===== src/rtl/control_sequencer.sv =====
// ---------------------------------------------------------------------------
// control_sequencer
//
// Hardwired control unit for a single-bus datapath. Sequences the
// fetch (T0-T2), decode (T3) and execute/writeback (T4-T5) steps of one
// instruction, and parks in HALTED or FAULT until reset.
//
// Ports
//   Clock, Reset_n        : clock, asynchronous active-low reset
//   Run                   : start/continue request (sampled in IDLE and at
//                           the last step of an instruction)
//   Mem_Ready             : memory read data valid this cycle
//   IR_Data[31:0]         : instruction register contents
//                           opcode [31:27], Ra [26:23], Rb [22:19], Rc [18:15]
//   PC_Out/ZLO_Out/MDR_Out: bus-drive selects
//   MAR_In/PC_In/MDR_In/IR_In/Y_In/Z_In : register load enables
//   IncPC, Read           : PC increment and memory read strobes
//   CONTROL[4:0]          : ALU operation code
//   R_Out[15:0], R_In[15:0] : one-hot general register drive / load
//   Busy, Halted, Fault, Illegal : status flags
// ---------------------------------------------------------------------------
module control_sequencer #(
    parameter int READ_TIMEOUT = 15
) (
    input  logic        Clock,
    input  logic        Reset_n,
    input  logic        Run,
    input  logic        Mem_Ready,
    input  logic [31:0] IR_Data,
    output logic        PC_Out,
    output logic        ZLO_Out,
    output logic        MDR_Out,
    output logic        MAR_In,
    output logic        PC_In,
    output logic        MDR_In,
    output logic        IR_In,
    output logic        Y_In,
    output logic        Z_In,
    output logic        IncPC,
    output logic        Read,
    output logic [4:0]  CONTROL,
    output logic [15:0] R_Out,
    output logic [15:0] R_In,
    output logic        Busy,
    output logic        Halted,
    output logic        Fault,
    output logic        Illegal
);

    typedef enum logic [3:0] {
        S_IDLE, S_T0, S_T1, S_T2, S_T3, S_T4, S_T5, S_HALTED, S_FAULT
    } state_t;

    typedef enum logic [1:0] {
        OP_ALU, OP_NOP, OP_HALT, OP_ILLEGAL
    } op_class_t;

    localparam int CNT_W = (READ_TIMEOUT > 0) ? $clog2(READ_TIMEOUT + 1) : 1;
    localparam logic [CNT_W-1:0] TIMEOUT_VAL = CNT_W'(READ_TIMEOUT);

    state_t           r_state;
    logic [CNT_W-1:0] r_wait_cnt;

    logic [4:0] w_opcode;
    logic [3:0] w_ra, w_rb, w_rc;
    op_class_t  w_class;
    logic       w_unused_ir_bits;

    assign w_opcode = IR_Data[31:27];
    assign w_ra     = IR_Data[26:23];
    assign w_rb     = IR_Data[22:19];
    assign w_rc     = IR_Data[18:15];
    // Immediate/unused instruction bits are not needed by the sequencer.
    assign w_unused_ir_bits = ^IR_Data[14:0];

    // NOTE: every signal written in always_comb gets a default first so no
    // path leaves it unassigned, which would otherwise infer a latch.
    always_comb begin
        w_class = OP_ILLEGAL;
        unique case (w_opcode)
            5'b00000, 5'b00001, 5'b00010, 5'b00011, 5'b00100,
            5'b00101, 5'b00110, 5'b00111, 5'b01000: w_class = OP_ALU;
            5'b11010:                               w_class = OP_NOP;
            5'b11100:                               w_class = OP_HALT;
            default:                                w_class = OP_ILLEGAL;
        endcase
    end

    // NOTE: sequential state uses non-blocking assignments so every register
    // samples pre-edge values regardless of statement order.
    always_ff @(posedge Clock or negedge Reset_n) begin
        if (!Reset_n) begin
            r_state    <= S_IDLE;
            r_wait_cnt <= '0;
        end else begin
            unique case (r_state)
                S_IDLE: if (Run) r_state <= S_T0;
                S_T0: begin
                    r_state    <= S_T1;
                    r_wait_cnt <= '0;    // T0 is the only way into T1
                end
                S_T1: begin
                    // Data arriving on the last allowed cycle still wins.
                    if (Mem_Ready)                     r_state <= S_T2;
                    else if (r_wait_cnt == TIMEOUT_VAL) r_state <= S_FAULT;
                    else r_wait_cnt <= r_wait_cnt + CNT_W'(1);
                end
                S_T2: r_state <= S_T3;
                S_T3: begin
                    unique case (w_class)
                        OP_ALU:  r_state <= S_T4;
                        OP_HALT: r_state <= S_HALTED;
                        default: r_state <= Run ? S_T0 : S_IDLE;
                    endcase
                end
                S_T4:     r_state <= S_T5;
                S_T5:     r_state <= Run ? S_T0 : S_IDLE;
                S_HALTED: r_state <= S_HALTED;
                S_FAULT:  r_state <= S_FAULT;
                default:  r_state <= S_IDLE;
            endcase
        end
    end

    // Outputs are a combinational decode of the state register: the T3-T5
    // enables depend on IR_Data, which only holds the new instruction after
    // the T2 edge, so they cannot be registered a cycle early. Reset forces
    // the state to IDLE asynchronously, which drives every output to 0.
    always_comb begin
        PC_Out  = 1'b0;
        ZLO_Out = 1'b0;
        MDR_Out = 1'b0;
        MAR_In  = 1'b0;
        PC_In   = 1'b0;
        MDR_In  = 1'b0;
        IR_In   = 1'b0;
        Y_In    = 1'b0;
        Z_In    = 1'b0;
        IncPC   = 1'b0;
        Read    = 1'b0;
        CONTROL = 5'b00000;
        R_Out   = 16'h0000;
        R_In    = 16'h0000;
        Busy    = 1'b0;
        Halted  = 1'b0;
        Fault   = 1'b0;
        Illegal = 1'b0;
        unique case (r_state)
            S_T0: begin
                Busy   = 1'b1;
                PC_Out = 1'b1;
                MAR_In = 1'b1;
                IncPC  = 1'b1;
                Z_In   = 1'b1;
            end
            S_T1: begin
                Busy    = 1'b1;
                ZLO_Out = 1'b1;
                PC_In   = 1'b1;
                Read    = 1'b1;
                MDR_In  = 1'b1;
            end
            S_T2: begin
                Busy    = 1'b1;
                MDR_Out = 1'b1;
                IR_In   = 1'b1;
            end
            S_T3: begin
                Busy = 1'b1;
                if (w_class == OP_ALU) begin
                    R_Out = 16'h0001 << w_rb;
                    Y_In  = 1'b1;
                end
                Illegal = (w_class == OP_ILLEGAL);
            end
            S_T4: begin
                Busy    = 1'b1;
                R_Out   = 16'h0001 << w_rc;
                CONTROL = w_opcode;
                Z_In    = 1'b1;
            end
            S_T5: begin
                Busy    = 1'b1;
                ZLO_Out = 1'b1;
                R_In    = 16'h0001 << w_ra;
            end
            S_HALTED: Halted = 1'b1;
            S_FAULT:  Fault  = 1'b1;
            default: ;
        endcase
    end

endmodule


===== config.mk =====
export PLATFORM = sky130hd
export DESIGN_NAME = control_sequencer
export DESIGN_NICKNAME = d
export VERILOG_FILES = /design/src/rtl/control_sequencer.sv
export SDC_FILE = /design/constraint.sdc
export NUM_CORES = 1
export LEC_CHECK = 0
export CAP_MARGIN = 5
export CORE_MARGIN = 2
export CORE_UTILIZATION = 32
export DETAILED_ROUTE_END_ITERATION = 16
export PLACE_DENSITY = 0.81
export SLEW_MARGIN = 10
export SYNTH_ARGS = -nofsm -noshare
export SYNTH_HDL_FRONTEND = slang
export SYNTH_SLANG_ARGS = --single-unit

===== constraint.sdc =====
create_clock -name Clock -period 2 [get_ports Clock]
set_input_delay 0.5 -clock Clock [delete_from_list [all_inputs] [get_ports Clock]]
set_output_delay 0.5 -clock Clock [all_outputs]
set_load 0.02 [all_outputs]

======== Yosys cells after proc, flatten, opt, wreduce, memory -nomap -nowiden ========
Memories as Yosys holds them, arrays and structs flattened.
Index checks and enable logic that the tools add are counted.
operators by class
  divide/modulo/power cells ............... 0
  muxes and demuxes ....................... 24
  $lt $le $gt $ge ......................... 0
  bitwise operators ....................... 0
  multipliers ............................. 0
  shift-type cells ........................ 3
  equality and inequality tests ........... 15
  add/sub/neg operators ................... 1
  reduce and logical (&&, ||, !) cells .... 8
operators with widths
  kind                                                 count
  left shift 1 x 4 -> 16 bit, first input constant     3
  case mux 4 bit (9 select lines)                      1
  two-way mux 16 bit                                   2
  case mux 16 bit (2 select lines)                     1
  two-way mux 4 bit                                    5
  equality test 4 x 3 -> 1 bit, second input constant  4
  two-way mux 1 bit                                    12
  equality test 4 x 2 -> 1 bit, second input constant  2
  equality test 4 bit, second input constant           2
  case mux 4 bit (2 select lines)                      1
  inequality test 2 bit, second input constant         3
  case mux 3 bit (2 select lines)                      1
  OR reduction 6 bit                                   1
  two-way mux 5 bit                                    1
  adder 4 x 1 -> 4 bit, second input constant          1
  equality test 2 bit, second input constant           2
  equality test 4 x 1 -> 1 bit, second input constant  1
  zero test 4 bit                                      1
  OR reduction 2 bit                                   2
  inequality test 3 bit, second input constant         1
  AND reduction 3 bit                                  1
  zero test 2 bit                                      1
  AND reduction 2 bit                                  1
  nonzero test 2 bit                                   1
word-level totals
  memories ................................ 1
  latch bits .............................. 0
  memory bits (writable) .................. 0
  logic and storage cells ................. 54
  bits in registers ....................... 8
  memory bits (read-only) ................. 64
  output and inout port bits .............. 52
memories
  memory            words  bits a word  rd ports  clocked after Yosys merged registers in  wr ports  line  source
  (name not given)  32     2            1         0                                        0         80    unique case (w_opcode)

======== Depth between registers and ports, before layout ========
  depth after elaboration ................. 4
  depth in mapped cells ................... 6

======== Worst setup path before layout ========
No wires, ideal clock.
  path kind ............................... input port to output port
  start ................................... input IR_Data[31]
  end ..................................... output R_Out[14]
  arrival time ............................ 1.910 ns
  setup slack ............................. -0.410 ns
  path buffers ............................ 1
  cell stages on the path ................. 5
  path through ............................ buf_2 -> nor4bb_1 -> a211oi_2 -> nand3b_4 -> o31ai_1
on the way
  longest elaborated chain between the ends .. 4
RTL lines
  element                           line  source
  start, declared                   29    input logic [31:0] IR_Data,
  memory (32 x 2 bit)               --
  zero test 2 bit                   170   if (w_class == OP_ALU) begin
  two-way mux 16 bit                170
  case mux 16 bit (2 select lines)  148   unique case (r_state)
  end, declared                     42    output logic [15:0] R_Out,
Every way passes these cells.

======== Final worst setup path ========
  start ................................... register r_state[3]
  end ..................................... output R_Out[8]
on the way
  longest elaborated chain between the ends .. 2
  elaborated cells on any way between the ends .. 3
  classes of those cells .................. 2 x eq/ne; 1 x mux
RTL lines
  element                             line  source
  start, declared                     61    state_t r_state;
  start signal, assigned              113   default: r_state <= Run ? S_T0 : S_IDLE;
  start signal, assigned              117   S_T5: r_state <= Run ? S_T0 : S_IDLE;
  equality test 4 x 3 -> 1 bit        148
  case mux 16 bit (2 select lines) *  148
Mark *: on every way between the ends. The rest lies on a longest branch, timed or not.

==> reports/qor.json <==
{
  "clocking": {
    "cts_inserted_buffers": 3,
    "cts_hold_buf": 0,
    "cts_tree": "built",
    "clockBufferDepth": 2,
    "clkLatencyLatePin_ns": 0.23,
    "clkTransAtPathRegs_ns": 0.04,
    "clock_sink_count": 8,
    "htreeDepth": 1,
    "cts-root-buf": "sky130_fd_sc_hd__clkbuf_8"
  },
  "yosys": {
    "synth.ff_latch_count": 8,
    "yosys.area_share.simple_pct": 50.0,
    "synthMostInstantiatedCell": "sky130_fd_sc_hd__nand2_1",
    "synth_top_cells_by_area": "sky130_fd_sc_hd__dfrtp_1, sky130_fd_sc_hd__nand2_1, sky130_fd_sc_hd__nor2_1",
    "synthFlopType": "sky130_fd_sc_hd__dfrtp_1",
    "ys.warnings.count": 0,
    "yosys.area.top_type_share_pct": 15.7,
    "syn_nets": 221,
    "synthesis.instances": 184,
    "synthesis.area_per_instance_um2": 6.91,
    "synth-compound-area-share_pct": 21.0,
    "yosys.area_share.adder_pct": 0.984,
    "post_synthesis_share_of_cell_area_spent_on_xor_and_xnor_gates_pct": 1.38,
    "post-synth-top-area-cell": "sky130_fd_sc_hd__dfrtp_1",
    "dominant_combinational_cell_family_by_area_after_synthesis": "simple AND/OR/NAND/NOR gates",
    "synth_edf_count": 0,
    "synth.yosys.seq_area_share_pct": 15.7,
    "ys_top_cells_by_count": "sky130_fd_sc_hd__nand2_1, sky130_fd_sc_hd__nor2_1, sky130_fd_sc_hd__nor3_1",
    "yosys-mux-area-fraction_pct": 2.46,
    "async_s_r_ff_share_synth_pct": 100,
    "synthDistinctLibCells": 48,
    "synthesis.area_um2": 1270
  },
  "die": {
    "height_of_the_die_um": 67.0,
    "num_io_pins": 88,
    "die_area_um2": 4490,
    "initial_core_utilization_pct": 34.0,
    "std_cell_rows": 22,
    "fp.coreArea_um2": 3740,
    "fp.dieW_um": 67.0
  },
  "setup_path": {
    "path_class": "register to output pin",
    "critPathMostFrequentCell": "sky130_fd_sc_hd__buf_6",
    "crit_fanout": 7,
    "slowest_stage": "sky130_fd_sc_hd__or4b_4",
    "critical_path.n_buffers_inverters": 2,
    "cell_chain_of_the_critical_path": "or4b_4 -> o21ba_4 -> nand3b_4 -> buf_6 -> o21ai_4 -> buf_6",
    "endpoint_kind": "output pin",
    "timing.critical_path.max_delay_family": "simple AND/OR/NAND/NOR gates",
    "timing.critical_path.arrival_ns": 2.02,
    "ff2ff_setup_slack_ns": 0.19,
    "startpoint_type_of_the_worst_setup_path": "register",
    "worst-endpoint-required_ns": 1.50,
    "critical_path.max_stage_delay_ns": 0.53
  },
  "layout": {
    "antennaDiodeCount": 0,
    "final_design_utilization_pct": 69.4,
    "synthToLayoutAreaGrowth_pct": 104,
    "post_route_cells_drive_above_1_share_pct": 51.7,
    "finalNetCount": 335
  },
  "timing": {
    "finalWorstPathRequiredPeriod_ns": 2.52,
    "fin_setup_tns_ns": -11.11,
    "achievable-frequency_ghz": 0.396,
    "post-route-period-util_pct": 126,
    "timing.clock.skew_ns": 0.00363,
    "timing.final.max_slew_violations": 0,
    "number_of_setup_violations_in_the_final_report": 39,
    "grt_setup_unrepaired": "yes",
    "timing_hold_violations_final": 0,
    "timing_worst_slew_pin_value_ns": 0.366,
    "max-slew-margin-rel_pct": 75.5,
    "setup_ws_ns": -0.523
  },
  "detailed_routing": {
    "detail_route.drc_violations": 0,
    "ant_nets": 0,
    "first_iter_violations": 117,
    "vias": 1834,
    "postRouteWirelength_mm": 5.11,
    "via_to_cell_ratio": 5.33,
    "dr.pass1.iters": 6,
    "detail_route.wl_per_cell_um": 14.8
  },
  "place": {
    "hpwl_mm": 3.63,
    "gp_congestion": 0.886,
    "place_ws_ns": -1.21,
    "place.port_buffers": 72
  },
  "power_and_ir_drop": {
    "power_leakage_nw": 1.17,
    "power_density_nw_per_um2": 685,
    "seq_power_share_pct": 14.5,
    "power_switching_share_pct": 45.4,
    "vdd_ir_drop_max_uv": 738,
    "power.net_switching_mw": 0.808,
    "comb_power_share_pct": 74.6,
    "clockPowerShare_pct": 10.9,
    "internal-power_mw": 0.973
  },
  "global_routing": {
    "grt_first_pass_wirelength_mm": 7.71,
    "grt_antenna_before_repair": 0,
    "first_global_vias": 1670,
    "grt_use_total_pct": 21.7,
    "globalRoute.totalOverflow": 0,
    "largest_net_degree_at_the_start_of_global_routing": 17
  },
  "outcome": {
    "violations": "setup timing",
    "outcome": "complete, but fails checks"
  },
  "job": {
    "reported_max_cap_violation_count": 0
  },
  "worst_hold_path": {
    "min-delay-path-class": "register to register"
  }
}
-- power groups by stage --
stage	combinational (mW)	sequential (mW)	clock (mW)
2_1_floorplan	0.732	0.265	0
4_1_cts	1.26	0.255	0.192
3_5_place_dp	1.26	0.256	0
3_3_place_gp	1.25	0.253	0
5_1_grt	1.42	0.264	0.209
6_report	1.33	0.258	0.195
-- flip-flops by register name, summed over array words and instances, names as in the netlist --
name and count:
r_state 4, r_wait_cnt 4
-- final cells by class --
| cell class | count | area (um^2) |
|---|---|---|
| tap | 48 | 60.1 |
| clock buffer | 3 | 41.3 |
| fill | 300 | 1140 |
| sequential | 8 | 200 |
| inverter | 7 | 28.8 |
| multi-input combinational | 155 | 1240 |
| timing repair buffer | 123 | 1020 |
-- cell families (layout without fill, tap and decap cells) --
kind of cell | count (synthesis) | in the layout
adder cells (fa/ha/maj) | 1 | 1
flip-flops | 8 | 8
multiplexers | 3 | 3
AND/OR/NAND/NOR | 117 | 117
XOR/XNOR | 2 | 2
buffers and inverters | 21 | 133
AO/OA/AOI/OAI | 32 | 32
-- worst register-to-register path, stage by stage (launching register included) --
cell                       delay, ns
sky130_fd_sc_hd__dfrtp_1        0.37
sky130_fd_sc_hd__buf_4          0.20
sky130_fd_sc_hd__nor4b_4        0.35
sky130_fd_sc_hd__buf_4          0.17
sky130_fd_sc_hd__nand2b_1       0.12
sky130_fd_sc_hd__a31oi_2        0.31
sky130_fd_sc_hd__mux2i_1        0.22
-- metrics by stage --
stage	total power [mW]	std cells	hold WS, ns	instance area, um^2
2_1_floorplan	0.997	184	0.204	1420
4_1_cts	1.71	343	0.530	2550
5_1_grt	1.90	344	0.568	2600
6_report	1.78	344	0.530	2600
3_5_place_dp	1.52	337	0.516	2460
3_3_place_gp	1.50	337	0.499	2460
-- timing repair --
| item | in CTS | in global routing |
|---|---|---|
| buffers inserted | 3 | 1 |
| pin swaps | 11 | 7 |
| gates resized for setup | 280 | 25 |
| endpoints found under the setup margin | 52 | 48 |
-- cell usage in the layout, fill, tap and decap left out, types with 4 or more instances in the layout --
master and n:
sky130_fd_sc_hd__o21ai_4 9, sky130_fd_sc_hd__buf_4 70, sky130_fd_sc_hd__inv_1 5, sky130_fd_sc_hd__nor3_1 9, sky130_fd_sc_hd__dlygate4sd2_1 6, sky130_fd_sc_hd__buf_2 6
sky130_fd_sc_hd__buf_6 18, sky130_fd_sc_hd__nand3_1 8, sky130_fd_sc_hd__and2_1 6, sky130_fd_sc_hd__nor2_1 22, sky130_fd_sc_hd__nor3_2 4, sky130_fd_sc_hd__clkdlybuf4s50_1 14
sky130_fd_sc_hd__nand2_1 23, sky130_fd_sc_hd__dfrtp_1 8, sky130_fd_sc_hd__clkbuf_2 5, sky130_fd_sc_hd__nor2b_1 5
-- path summary, 6_finish.rpt --
path	end	from	depth (start not counted)
max	R_Out[8]	r_state[3]	6
min	r_wait_cnt[0]	r_wait_cnt[0]	1
max reg2reg	r_wait_cnt[1]	r_state[0]	6
min reg2reg	r_wait_cnt[0]	r_wait_cnt[0]	1
max in group asynchronous	r_state[1]	Reset_n	1
min in group asynchronous	r_state[3]	Reset_n	1
-- layer usage --
layer  vias up  global-route usage, %  wire length [um]  part of all wire (%)
met5         -                      0                 0                     0
met4         0                   7.14               148                   2.9
met3        14                   2.03               334                   6.5
met2        75                   36.5              2620                    51
met1       857                   28.8              2010                    39
li1        888                      -                 -                     -
No activity file was read; power rests on OpenSTA's default activity.
